$ cat config.mk
export PLATFORM = sky130hd
export DESIGN_NAME = cpu_multicycle
export DESIGN_NICKNAME = d
export VERILOG_FILES = /design/src/rtl/cpu_pkg.sv /design/src/rtl/cpu_mc_regfile.sv /design/src/rtl/cpu_multicycle.sv
export SDC_FILE = /design/constraint.sdc
export NUM_CORES = 1
export LEC_CHECK = 0
export ABC_AREA = 1
export BUFFER_PORTS_ARGS = -buffer_cell sky130_fd_sc_hd__buf_2
export CORE_ASPECT_RATIO = 1.1
export CORE_MARGIN = 4
export CORE_UTILIZATION = 40
export DETAILED_ROUTE_END_ITERATION = 10
export PLACE_DENSITY_LB_ADDON = 0.05
export SYNTH_ARGS = -nofsm -noshare
export SYNTH_HDL_FRONTEND = slang
export SYNTH_SLANG_ARGS = --single-unit
$ cat constraint.sdc
create_clock -name clk -period 6.45 [get_ports clk]
set_input_delay 0.9675 -clock clk [delete_from_list [all_inputs] [get_ports clk]]
set_output_delay 0.9675 -clock clk [all_outputs]
set_load 0.005 [all_outputs]
$ cat src/rtl/cpu_pkg.sv
// Shared constants for the multi-cycle 16-bit CPU: opcodes, FSM encoding, instruction fields.
package cpu_pkg;

  localparam logic [3:0] OP_ADD  = 4'h0;
  localparam logic [3:0] OP_ADDI = 4'h1;
  localparam logic [3:0] OP_SUB  = 4'h2;
  localparam logic [3:0] OP_AND  = 4'h3;
  localparam logic [3:0] OP_OR   = 4'h4;
  localparam logic [3:0] OP_XOR  = 4'h5;
  localparam logic [3:0] OP_MOVI = 4'h6;
  localparam logic [3:0] OP_LSH  = 4'h7;
  localparam logic [3:0] OP_LOAD = 4'h8;
  localparam logic [3:0] OP_STOR = 4'h9;
  localparam logic [3:0] OP_CMP  = 4'hA;
  localparam logic [3:0] OP_BEQ  = 4'hB;
  localparam logic [3:0] OP_BNE  = 4'hC;
  localparam logic [3:0] OP_JAL  = 4'hD;
  localparam logic [3:0] OP_JUMP = 4'hE;
  localparam logic [3:0] OP_HALT = 4'hF;

  localparam logic [2:0] ST_FETCH  = 3'd0;
  localparam logic [2:0] ST_DECODE = 3'd1;
  localparam logic [2:0] ST_EXEC   = 3'd2;
  localparam logic [2:0] ST_MEM    = 3'd3;
  localparam logic [2:0] ST_WB     = 3'd4;
  localparam logic [2:0] ST_HALT   = 3'd5;

  localparam int unsigned OP_MSB  = 15;
  localparam int unsigned OP_LSB  = 12;
  localparam int unsigned RD_MSB  = 11;
  localparam int unsigned RD_LSB  = 8;
  localparam int unsigned RS_MSB  = 3;
  localparam int unsigned RS_LSB  = 0;
  localparam int unsigned IMM_MSB = 7;
  localparam int unsigned IMM_LSB = 0;

  localparam int unsigned REG_IDX_W = 4;

endpackage

$ cat src/rtl/cpu_mc_regfile.sv
// Register file: NREG x DATA_W, two asynchronous read ports, one synchronous write port.
module cpu_mc_regfile
  import cpu_pkg::*;
#(
  parameter int unsigned DATA_W = 16,
  parameter int unsigned NREG   = 16
) (
  input  logic                 clk,
  input  logic                 rst_n,
  input  logic                 i_we,
  input  logic [REG_IDX_W-1:0] i_waddr,
  input  logic [DATA_W-1:0]    i_wdata,
  input  logic [REG_IDX_W-1:0] i_raddr_a,
  input  logic [REG_IDX_W-1:0] i_raddr_b,
  output logic [DATA_W-1:0]    o_rdata_a,
  output logic [DATA_W-1:0]    o_rdata_b
);

  logic [DATA_W-1:0] r_mem [NREG];

  always_ff @(posedge clk or negedge rst_n) begin
    if (!rst_n) begin
      for (int i = 0; i < NREG; i++) begin
        r_mem[i] <= '0;
      end
    end else if (i_we) begin
      r_mem[i_waddr] <= i_wdata;
    end
  end

  assign o_rdata_a = r_mem[i_raddr_a];
  assign o_rdata_b = r_mem[i_raddr_b];

endmodule

$ cat src/rtl/cpu_multicycle.sv
// Multi-cycle 16-bit CPU core: FETCH/DECODE/EXEC/MEM/WB/HALT sequencer with req/ack memory ports.
module cpu_multicycle
  import cpu_pkg::*;
#(
  parameter int unsigned DATA_W   = 16,
  parameter int unsigned PC_W     = 16,
  parameter int unsigned DADDR_W  = 5,
  parameter int unsigned NREG     = 16,
  parameter int unsigned RESET_PC = 0
) (
  input  logic               clk,
  input  logic               rst_n,
  output logic               imem_req,
  output logic [PC_W-1:0]    imem_addr,
  input  logic               imem_ack,
  input  logic [15:0]        imem_rdata,
  output logic               dmem_req,
  output logic               dmem_we,
  output logic [DADDR_W-1:0] dmem_addr,
  output logic [DATA_W-1:0]  dmem_wdata,
  input  logic               dmem_ack,
  input  logic [DATA_W-1:0]  dmem_rdata,
  output logic [PC_W-1:0]    pc,
  output logic [1:0]         psr,
  output logic               halted
);

  logic [2:0]        r_state;
  logic [15:0]       r_ir;
  logic [PC_W-1:0]   r_pc;
  logic [PC_W-1:0]   r_pc_instr;
  logic [DATA_W-1:0] r_a;
  logic [DATA_W-1:0] r_b;
  logic [DATA_W-1:0] r_res;
  logic [1:0]        r_psr;

  logic [3:0]        w_op;
  logic [3:0]        w_rd;
  logic [3:0]        w_rs;
  logic [7:0]        w_imm;
  logic [DATA_W-1:0] w_rf_a;
  logic [DATA_W-1:0] w_rf_b;
  logic [DATA_W-1:0] w_imm_sext;
  logic [PC_W-1:0]   w_br_tgt;
  logic              w_taken;
  logic [7:0]        w_shamt;
  logic [31:0]       w_shamt32;
  logic [DATA_W-1:0] w_shift;
  logic [DATA_W-1:0] w_link;
  logic [DATA_W-1:0] w_alu;

  assign w_op  = r_ir[OP_MSB:OP_LSB];
  assign w_rd  = r_ir[RD_MSB:RD_LSB];
  assign w_rs  = r_ir[RS_MSB:RS_LSB];
  assign w_imm = r_ir[IMM_MSB:IMM_LSB];

  cpu_mc_regfile #(
    .DATA_W (DATA_W),
    .NREG   (NREG)
  ) u_rf (
    .clk       (clk),
    .rst_n     (rst_n),
    .i_we      (r_state == ST_WB),
    .i_waddr   (w_rd),
    .i_wdata   (r_res),
    .i_raddr_a (w_rd),
    .i_raddr_b (w_rs),
    .o_rdata_a (w_rf_a),
    .o_rdata_b (w_rf_b)
  );

  assign w_imm_sext = {{(DATA_W-8){w_imm[7]}}, w_imm};
  assign w_br_tgt   = r_pc_instr + {{(PC_W-8){w_imm[7]}}, w_imm};
  assign w_taken    = ((w_op == OP_BEQ) && r_psr[0]) || ((w_op == OP_BNE) && !r_psr[0]);
  assign w_link     = DATA_W'(r_pc_instr + PC_W'(1));

  // Negative imm8 is a logical right shift by its magnitude; -128 yields magnitude 128.
  assign w_shamt   = w_imm[7] ? (8'd0 - w_imm) : w_imm;
  assign w_shamt32 = {24'd0, w_shamt};
  assign w_shift   = (w_shamt32 >= DATA_W) ? '0 :
                     (w_imm[7] ? (r_a >> w_shamt) : (r_a << w_shamt));

  always_comb begin
    w_alu = r_a;
    case (w_op)
      OP_ADD:  w_alu = r_a + r_b;
      OP_ADDI: w_alu = r_a + w_imm_sext;
      OP_SUB:  w_alu = r_a - r_b;
      OP_AND:  w_alu = r_a & r_b;
      OP_OR:   w_alu = r_a | r_b;
      OP_XOR:  w_alu = r_a ^ r_b;
      OP_MOVI: w_alu = {{(DATA_W-8){1'b0}}, w_imm};
      OP_LSH:  w_alu = w_shift;
      OP_JAL:  w_alu = w_link;
      default: w_alu = r_a;
    endcase
  end

  always_ff @(posedge clk or negedge rst_n) begin
    if (!rst_n) begin
      r_state    <= ST_FETCH;
      r_ir       <= '0;
      r_pc       <= PC_W'(RESET_PC);
      r_pc_instr <= '0;
      r_a        <= '0;
      r_b        <= '0;
      r_res      <= '0;
      r_psr      <= '0;
    end else begin
      case (r_state)
        ST_FETCH: begin
          if (imem_ack) begin
            r_ir       <= imem_rdata;
            r_pc_instr <= r_pc;
            r_pc       <= r_pc + PC_W'(1);
            r_state    <= ST_DECODE;
          end
        end
        ST_DECODE: begin
          r_a     <= w_rf_a;
          r_b     <= w_rf_b;
          r_state <= ST_EXEC;
        end
        ST_EXEC: begin
          r_res <= w_alu;
          case (w_op)
            OP_CMP: begin
              r_psr   <= {($signed(r_a) < $signed(r_b)), (r_a == r_b)};
              r_state <= ST_FETCH;
            end
            OP_BEQ, OP_BNE: begin
              if (w_taken) r_pc <= w_br_tgt;
              r_state <= ST_FETCH;
            end
            OP_JUMP: begin
              r_pc    <= PC_W'(r_b);
              r_state <= ST_FETCH;
            end
            OP_LOAD, OP_STOR: r_state <= ST_MEM;
            OP_HALT:          r_state <= ST_HALT;
            default:          r_state <= ST_WB;
          endcase
        end
        ST_MEM: begin
          if (dmem_ack) begin
            if (w_op == OP_STOR) begin
              r_state <= ST_FETCH;
            end else begin
              r_res   <= dmem_rdata;
              r_state <= ST_WB;
            end
          end
        end
        ST_WB: begin
          if (w_op == OP_JAL) r_pc <= PC_W'(r_b);
          r_state <= ST_FETCH;
        end
        ST_HALT: r_state <= ST_HALT;
        default: r_state <= ST_FETCH;
      endcase
    end
  end

  // Requests are gated by rst_n so a reset abandons any in-flight access at once.
  assign imem_req   = rst_n && (r_state == ST_FETCH);
  assign imem_addr  = r_pc;
  assign dmem_req   = rst_n && (r_state == ST_MEM);
  assign dmem_we    = (w_op == OP_STOR);
  assign dmem_addr  = r_b[DADDR_W-1:0];
  assign dmem_wdata = r_a;
  assign pc         = r_pc;
  assign psr        = r_psr;
  assign halted     = (r_state == ST_HALT);

endmodule

# Word-level counts from Yosys, hierarchy flattened
# Cells that the tools add are included.
# totals
register_bits	357
latchBits	0
ram_bits	0
romBits	0
inputBits	36
out_inout_bits	59
n_memories	0
# classes
add_sub_neg	7
multipliers	0
div_mod_pow	0
magnitude_cmp	5
eq_ne	27
shifts	2
n_mux	26
bitwise	5
n_reduce_logical	19
# op_table
operator	n
$bwmux 256	1
$mux 16	12
$pmux 16 s9	1
$bmux 16 s4	2
$demux 16 s4	1
$pmux 16 s2	2
$add 16x16->16	3
$pmux 16 s3	1
$add 16x1->16 const B	2
$eq 4x4->1 const B	8
$and 16x16->16	1
$eq 16x16->1	1
$eq 4x3->1 const B	4
$lt 16x16->1	1
$or 16x16->16	1
$shl 16x8->16	1
$shr 16x8->16	1
$sub 16x16->16	1
$xor 16x16->16	1
$pmux 3 s5	1
$ge 5x5->1 const B	2
$not 4->5	2
$mux 3	3
$pmux 3 s3	1
24 further kinds	37

# Depth between registers and ports, before layout
# Gate-level depths: netlist (run 1).
# depth
word_depth	7
ltp_mapped	25
mapped_depth_nobuf	22

# Cells and area by module
# From an unflattened synthesis (run 1), not the netlist that was laid out.
# hier_totals
cells_unflattened	3830
hier_area_um2	25217.9
# modules_own_cells
module	n_inst	cells_per_inst	area_per_inst_um2
cpu_mc_regfile	1	2236	14899.3
cpu_multicycle	1	1594	10318.6

# Least setup slack after synthesis (run 1)
# No wires, ideal clock.
# synth_path
path_kind	register to register
from	register r_ir[0]
to	register r_res[12]
setup_ps	123
t_arrival_ps	3394
t_required_ps	6327
setup_slack_ps	2933
path_stages_with_launch	21
path_cell_list	dfrtp_1 -> buf_2 -> buf_2 -> clkbuf_1 -> clkbuf_1 -> nand2_1 -> o21ai_0 -> ha_1 -> inv_1 -> fa_1 -> nand3b_1 -> a21oi_1 -> nor2_1 -> o21ai_0 -> a21boi_0 -> o21ai_0 -> a21oi_1 -> a21oi_1 -> nand2_1 -> nand2_1 -> a21boi_1
# synth_via
elab_chain_cells	7
word_cells_on_any_way	10
classes_between	2 x add/sub; 1 x order compare; 2 x shift; 5 x mux
# synth_rtl
element	line_no	text
start: declaration	cpu_multicycle.sv:29	logic [15:0] r_ir;
start signal: assignment	cpu_multicycle.sv:113	r_ir <= imem_rdata;
$sub 1x8->8	cpu_multicycle.sv:78	assign w_shamt = w_imm[7] ? (8'd0 - w_imm) : w_imm;
$mux 8	cpu_multicycle.sv:78	
$shl 16x8->16 or $shr 16x8->16 (tied branches)	cpu_multicycle.sv:81	(w_imm[7] ? (r_a >> w_shamt) : (r_a << w_shamt));
$mux 16	cpu_multicycle.sv:81	
$mux 16	cpu_multicycle.sv:80	assign w_shift = (w_shamt32 >= DATA_W) ? '0 :
$pmux 16 s9 (*)	cpu_multicycle.sv:85	case (w_op)
$pmux 16 s2 (*)	cpu_multicycle.sv:110	case (r_state)
end signal: assignment	cpu_multicycle.sv:125	r_res <= w_alu;
end signal: assignment	cpu_multicycle.sv:149	r_res <= dmem_rdata;
end: declaration	cpu_multicycle.sv:34	logic [DATA_W-1:0] r_res;
# Every way passes the cells marked *; elsewhere a longest branch is shown, timed or not.
# A chain may end at the register's enable or synchronous reset.

# Final worst setup path (run 1)
# layout_path
from	register r_ir[0]
to	register r_res[0]
# The elaborated chain is that of the path after synthesis.

==> metrics, run 1 <==
WP data required 6.92 ns; Clock Power Share between 10% and 20%; Async SR Flop Fraction 100%; total power draw 16.1 mW; R2R Path End r_res[0]$_DFFE_PN0P_; gr ovfl total 0; Logic pwr share a little under three fifths; dominant cells by area after synthesis dfrtp_1 38%, o21ai_0 11%, nand2_1 11%, nand3_1 5.9%, ha_1 4.3%; Max-cap violations 0; initial detailed-routing violation count roughly 2.4k; synth-to-layout area growth 10.3%; shortest period the worst path allows 4.00 ns; most used flip-flop cell after synthesis dfrtp_1; Die Height about 260 microns; clock-pin slew on the worst setup and hold paths 0.06 ns; Setup Buffers After CTS 0; final setup skew 0.0238 ns; CTS tree done; vias in the first global route 22.9k; Site Rows between 90 and 100; HP Class in2async; RSZ-0062 raised after global routing no; Synth cell types 53; post-synthesis compound-gate area fraction approximately 25%; largest family of logic cells by synthesized area compound AO/OA/AOI/OAI gates; cell area after layout 25700 sq um; fill count 5890; multiplexer share of the synthesized area less than 1%; vias 23.8k; Final Hold Viols 0; clock buffer count from CTS 44; VDD IR-drop max between 0.2 and 0.25 mV; Yosys warning total 0; Int Pwr 7.42 mW; worst-margin pin slew 1.28 ns; Die X 238 microns; # IOs 95; RD Place Congestion just over 1; hold buffer count at cts 0; post-synth top area share 38.3%; Mean Syn Cell Area 7.20 sq um; Relative slew margins 14.2%; GR Util All Layers 31.6%; Clock Latency Late Sink 0.59 ns; sequential-to-total area share from yosys stat about two fifths; critical path class reg2reg; final core utilization 44.7%; highest-count cells in the layout ignoring fill and taps 682 x nand2_1, 514 x o21ai_0, 354 x dfrtp_1; switching power total 8.65 mW; DR pass1 iterations 6; core area ~58000 sq um; Synth area leader dfrtp_1; WL final ~100000 microns; setup violators final 0; commonest non-fill, non-tap cell in the layout nand2_1; Fmax 0.250 GHz; count of cells resized by post-cts repair 0; Final TNS setup 0 ns; Post-Synth Adder-Cell Area 4.60%; Mapped Nets 3363; post-synthesis sequential element count 357; EDFF count, synth 0; worst reg2reg setup slack ~2.5 ns; crit path from r_ir[0]$_DFFE_PN0P_; Worst Path Max Fanout 55; Critical Path End Type register; Post-Synthesis Cells around 3.2k; switch share a little over half; Seq pwr share 26.3%; crit path to r_res[0]$_DFFE_PN0P_; clk buf depth 3; count of pins over their slew limit 0; worst r2r src r_ir[0]$_DFFE_PN0P_; Num Clock Sinks 357; mapped cell area 23300 sq um; total number of H-tree levels 2; status finished clean; cells on worst reg2reg path 18; Post-Synth XOR/XNOR Area 0.670%; Critical Path Start Type register; Die ar. between 60000 and 70000 sq um; DRC 0; initial antenna violation count 2; Root Driver clkbuf_16; Final ANT Viol Nets 0; PwrDens 624 nW/um^2; largest net degree at the start of global routing 173; drt wl/cell 25.3 microns; via/cell ratio 5.97; Area after DPL 24200 sq um; Nets 3318; share of layout cells above drive strength 1 8.48%; Port Buf Inserts between 90 and 100; first-pass GRT wire length 150000 microns; Critical Path AT 4.47 ns; DP HPWL 66400 microns; fin crit share 62.0%; Starting Density between 40 and 50%; cell leakage power 11.6 nW; Simple-Gate Fraction of Synth Area 22.7%
## routing by layer
| layer | global-route usage, % | share of wire [%] | wire length, microns |
|---|---|---|---|
| met1 | 41.0 | 41 | 41800 |
| met2 | 51.7 | 46 | 46200 |
| met4 | 15.2 | 5.5 | 5500 |
| met3 | 5.27 | 7.2 | 7300 |
| met5 | 0 | 0 | 0 |
## kinds of logic (layout without fill, tap and decap cells)
family | count (synthesis) | after routing
AND/OR/NAND/NOR | 1272 | 1272
flip-flops | 357 | 357
XOR/XNOR | 17 | 17
multiplexers | 2 | 2
AO/OA/AOI/OAI | 988 | 988
other | 0 | 1
adder cells (fa/ha/maj) | 84 | 84
buffers and inverters | 523 | 512
## worst max-delay path, cell delays in order, from the launching register on
cell and delay [ns]:
dfrtp_4 0.91, inv_4 0.28, ha_1 0.36, or2_2 0.30
o21ai_2 0.06, buf_4 0.35, inv_1 0.51, nand3_1 0.27
nand3_1 0.10, nand2_1 0.13, nand2_1 0.07, nand2_1 0.09
nand2_1 0.05, nand3_1 0.08, nand2_1 0.06, nand2_1 0.06
nand2_1 0.05, nand2_1 0.06, nand2_1 0.04
## cell usage after synthesis, types with 7 or more instances
cell / count
nand3_1: 276
a221oi_1: 9
o21ai_1: 14
o211ai_1: 75
a211oi_1: 12
o221ai_1: 47
inv_1: 270
buf_4: 22
a21oi_1: 152
ha_1: 81
a21boi_1: 7
nor2_1: 242
a31oi_1: 19
nand2_1: 684
nand3b_1: 7
or2_2: 13
dfrtp_1: 357
a22oi_1: 73
nor3_1: 18
nor4_1: 7
nand4_1: 14
o21ai_0: 514
o22ai_1: 19
inv_2: 7
a32oi_1: 13
buf_2: 17
a22o_1: 7
clkbuf_1: 184
buf_1: 18
xor2_1: 14
## worst min-delay path by stage
stage | to | cells past startpoint | from
3_3_place_gp | u_rf.r_mem[60]$_DFFE_PN0P_ | 2 | u_rf.r_mem[60]$_DFFE_PN0P_
2_1_floorplan | r_res[0]$_DFFE_PN0P_ | 2 | r_res[0]$_DFFE_PN0P_
4_1_cts | r_pc_instr[15]$_DFFE_PN0P_ | 1 | rst_n
3_5_place_dp | u_rf.r_mem[60]$_DFFE_PN0P_ | 2 | u_rf.r_mem[60]$_DFFE_PN0P_
6_report | r_pc_instr[15]$_DFFE_PN0P_ | 1 | rst_n
5_1_grt | r_pc_instr[14]$_DFFE_PN0P_ | 1 | rst_n
## stage by stage
step | setup slack, ns | cells | hold WS (ns)
2_1_floorplan | 2.93 | 3243 | 0.449
3_3_place_gp | 2.56 | 3904 | 0.468
3_5_place_dp | 2.55 | 3904 | 0.473
4_1_cts | 2.55 | 3984 | 0.391
5_1_grt | 2.18 | 3984 | 0.410
6_report | 2.45 | 3985 | 0.363
## layout make-up
type / count / area, sq um / share of cell area [%]
timing repair buffer: 152 / 928 / 3.61
inverter: 280 / 1060 / 4.10
sequential: 357 / 8940 / 34.7
clock buffer: 65 / 1290 / 5.02
multi-input combinational: 2363 / 12400 / 48.1
antenna: 1 / 2.50 / 0.00972
tap: 752 / 941 / 3.65
clock inverter: 15 / 209 / 0.812
## power groups by stage
stage / registers (mW) / logic (mW) / clock network, mW
2_1_floorplan: 3.69 / 6.24 / 0
3_3_place_gp: 4.21 / 9.04 / 0
3_5_place_dp: 4.22 / 9.04 / 0
4_1_cts: 4.19 / 9.07 / 2.67
5_1_grt: 4.31 / 10.2 / 2.77
6_report: 4.23 / 9.22 / 2.62
## flip-flops by register name (all words and copies together), names as in the netlist
register / flops
r_state: 3
psr: 2
r_b: 16
u_rf.r_mem: 256
imem_addr: 16
r_pc_instr: 16
r_res: 16
dmem_wdata: 16
r_ir: 16
Power figures use the tool's default switching activity.
==> inputs of run 2 (changes only) <==
- clock period: 6.45 -> 3.9 ns (I/O delays scaled with it)
==> metrics, run 2 (synthesized netlist as in run 1, its figures left out) <==
status finished clean (unchanged); CTS tree done (unchanged); # IOs 95 (unchanged); Setup Buffers After CTS 0 (unchanged); drt wl/cell 24.7 microns (was 25.3 microns); Final Hold Viols 0 (unchanged); worst-margin pin slew 1.08 ns (was 1.28 ns); Relative slew margins 27.7% (was 14.2%); first-pass GRT wire length 149000 microns (was 150000 microns); Final ANT Viol Nets 0 (unchanged); WP buf/inv 3 (unchanged); gr ovfl total 0 (unchanged); initial detailed-routing violation count 2367 (was 2435); count of pins over their slew limit 0 (unchanged); via/cell ratio 5.96 (was 5.97); clock-pin slew on the worst setup and hold paths 0.06 ns (about the same); RD Place Congestion 1.02 (was 1.01); Worst Path Max Fanout 10 (was 55); Critical Path AT 3.86 ns (was 4.47 ns); Critical-path top delay cell dfrtp_1 (was dfrtp_4); HP Class in2reg (was in2async); Top reg by flops u_rf.r_mem (unchanged); vias in the first global route 23.1k (was 22.9k); Critical Path Start Type register (unchanged); CP max stage delay 0.45 ns (was 0.91 ns); cell leakage power 11.8 nW (was 11.6 nW); Clock Latency Late Sink 0.60 ns (was 0.59 ns); total number of H-tree levels 2 (unchanged); RSZ-0062 raised after global routing no (unchanged); Max-cap violations 0 (unchanged); fin crit share 87.6% (was 62.0%); critical path class reg2reg (unchanged); Fmax 0.293 GHz (was 0.250 GHz); Die Height 261 microns (unchanged); max FFs per register 256 (unchanged); crit path cell chain nor2_1 > inv_1 > nor2_1 > buf_4 > nand2_1 > o21ai_0 > ha_1 > inv_1 > fa_1 > nand3b_1 > a21oi_1 > nor2_1 > o21ai_0 > a21boi_0 > o21ai_0 > a21oi_1 > a21oi_1 > nand2_1 > nand2_1 > a21boi_1 (was inv_4 > ha_1 > or2_2 > o21ai_2 > buf_4 > inv_1 > nand3_1 > nand3_1 > nand2_1 > nand2_1 > nand2_1 > nand2_1 > nand3_1 > nand2_1 > nand2_1 > nand2_1 > nand2_1 > nand2_1); VDD IR-drop max 0.423 mV (was 0.247 mV); Num Clock Sinks 357 (unchanged); clk buf depth 3 (unchanged); final setup skew 0.0312 ns (was 0.0238 ns); Die ar. 62300 sq um (unchanged); synth-to-layout area growth 11.7% (was 10.3%); Critical Path End Type register (unchanged); share of layout cells above drive strength 1 9.34% (was 8.48%); DP HPWL 66700 microns (was 66400 microns); clock buffer count from CTS 44 (unchanged); ant diodes 0 (was 1); WP data required 4.34 ns (was 6.92 ns); shortest period the worst path allows 3.42 ns (was 4.00 ns); setup violators final 0 (unchanged); WL final 99200 microns (was 101000 microns); delay-heaviest family, CP compound AO/OA/AOI/OAI gates (was simple AND/OR/NAND/NOR gates); fill count 5953 (was 5890); Starting Density 40.6% (unchanged); Nets 3352 (was 3318); highest-count cells in the layout ignoring fill and taps 683 x nand2_1, 514 x o21ai_0, 354 x dfrtp_1 (was 682 x nand2_1, 514 x o21ai_0, 354 x dfrtp_1); Site Rows 92 (unchanged); PwrDens 1020 nW/um^2 (was 624 nW/um^2); count of cells resized by post-cts repair 0 (unchanged); largest net degree at the start of global routing 172 (was 173); Root Driver clkbuf_16 (unchanged); commonest non-fill, non-tap cell in the layout nand2_1 (unchanged); Port Buf Inserts 94 (unchanged); DRC 0 (unchanged); initial antenna violation count 2 (unchanged); Die X 238 microns (unchanged); vias 23.9k (was 23.8k); Final TNS setup 0 ns (unchanged); final core utilization 45.3% (was 44.7%); DR pass1 iterations 6 (unchanged); core area 57600 sq um (unchanged); GR Util All Layers 31.1% (was 31.6%)
[run 2: cell count changes in the layout (fill, tap and decap cells not counted), moves of 3 or more]
cell / before / now
buf_12: 1 / 10
buf_4: 57 / 81
clkbuf_1: 11 / 14
clkinv_2: 8 / 5
nor2_2: 3 / 7
nor2_4: 4 / 1
[run 2: routing by layer]
layer | share of wire, % | routed length, microns | GRT usage, % | up-vias
li1 | - | - | - | 11067
met4 | 4.8 | 4810 | 14.2 | 2
met5 | 0.013 | 13 | 0 | -
met1 | 42 | 41700 | 41.1 | 11626
met3 | 6.6 | 6500 | 4.18 | 233
met2 | 47 | 46100 | 51.1 | 1019
[run 2: power breakdown]
| part | total (mW) | switching [mW] | internal, mW |
|---|---|---|---|
| clock network | 4.27 | 1.74 | 2.53 |
| registers | 6.83 | 1.74 | 5.09 |
| logic | 15.5 | 10.6 | 4.84 |
| total | 26.6 | 14.1 | 12.5 |
[run 2: final cells by class]
| cell class | count | area [sq um] | area share [%] |
|---|---|---|---|
| clock inverters | 12 | 171 | 0.657 |
| multi-input cells | 2363 | 12400 | 47.4 |
| inverters | 280 | 1060 | 4.05 |
| well taps | 752 | 941 | 3.61 |
| clock buffers | 69 | 1320 | 5.05 |
| repair buffers | 186 | 1300 | 4.98 |
| flip-flops and latches | 357 | 8940 | 34.3 |
[run 2: worst paths after layout]
kind	from	end	slack, ns	cells past startpoint
setup / recovery	r_ir[13]$_DFFE_PN0P_	r_res[12]$_DFFE_PN0P_	0.48	20
hold / removal	imem_rdata[8]	r_ir[8]$_DFFE_PN0P_	0.25	2
setup reg to reg	r_ir[13]$_DFFE_PN0P_	r_res[12]$_DFFE_PN0P_	0.48	20
hold reg to reg	u_rf.r_mem[117]$_DFFE_PN0P_	u_rf.r_mem[117]$_DFFE_PN0P_	0.48	2
max in group asynchronous	rst_n	u_rf.r_mem[53]$_DFFE_PN0P_	2.03	3
min in group asynchronous	rst_n	imem_addr[11]$_DFFE_PN0P_	0.50	2
[run 2: repair_timing]
item                                    CTS  global route
hold buffers                              1             0
endpoints found under the setup margin    0             0
hold endpoints to repair                 35             0
[run 2: per-stage QoR]
step	setup slack [ns]	instance area (sq um)	instances	hold WS (ns)	power (mW)
2_1_floorplan	0.383	23300	3243	0.289	16.4
3_3_place_gp	0.448	24600	3937	0.470	22.0
3_5_place_dp	0.487	24600	3937	0.475	22.1
4_1_cts	0.461	26100	4019	0.222	26.4
5_1_grt	0.0790	26100	4019	0.241	28.6
6_report	0.483	26100	4019	0.251	26.6
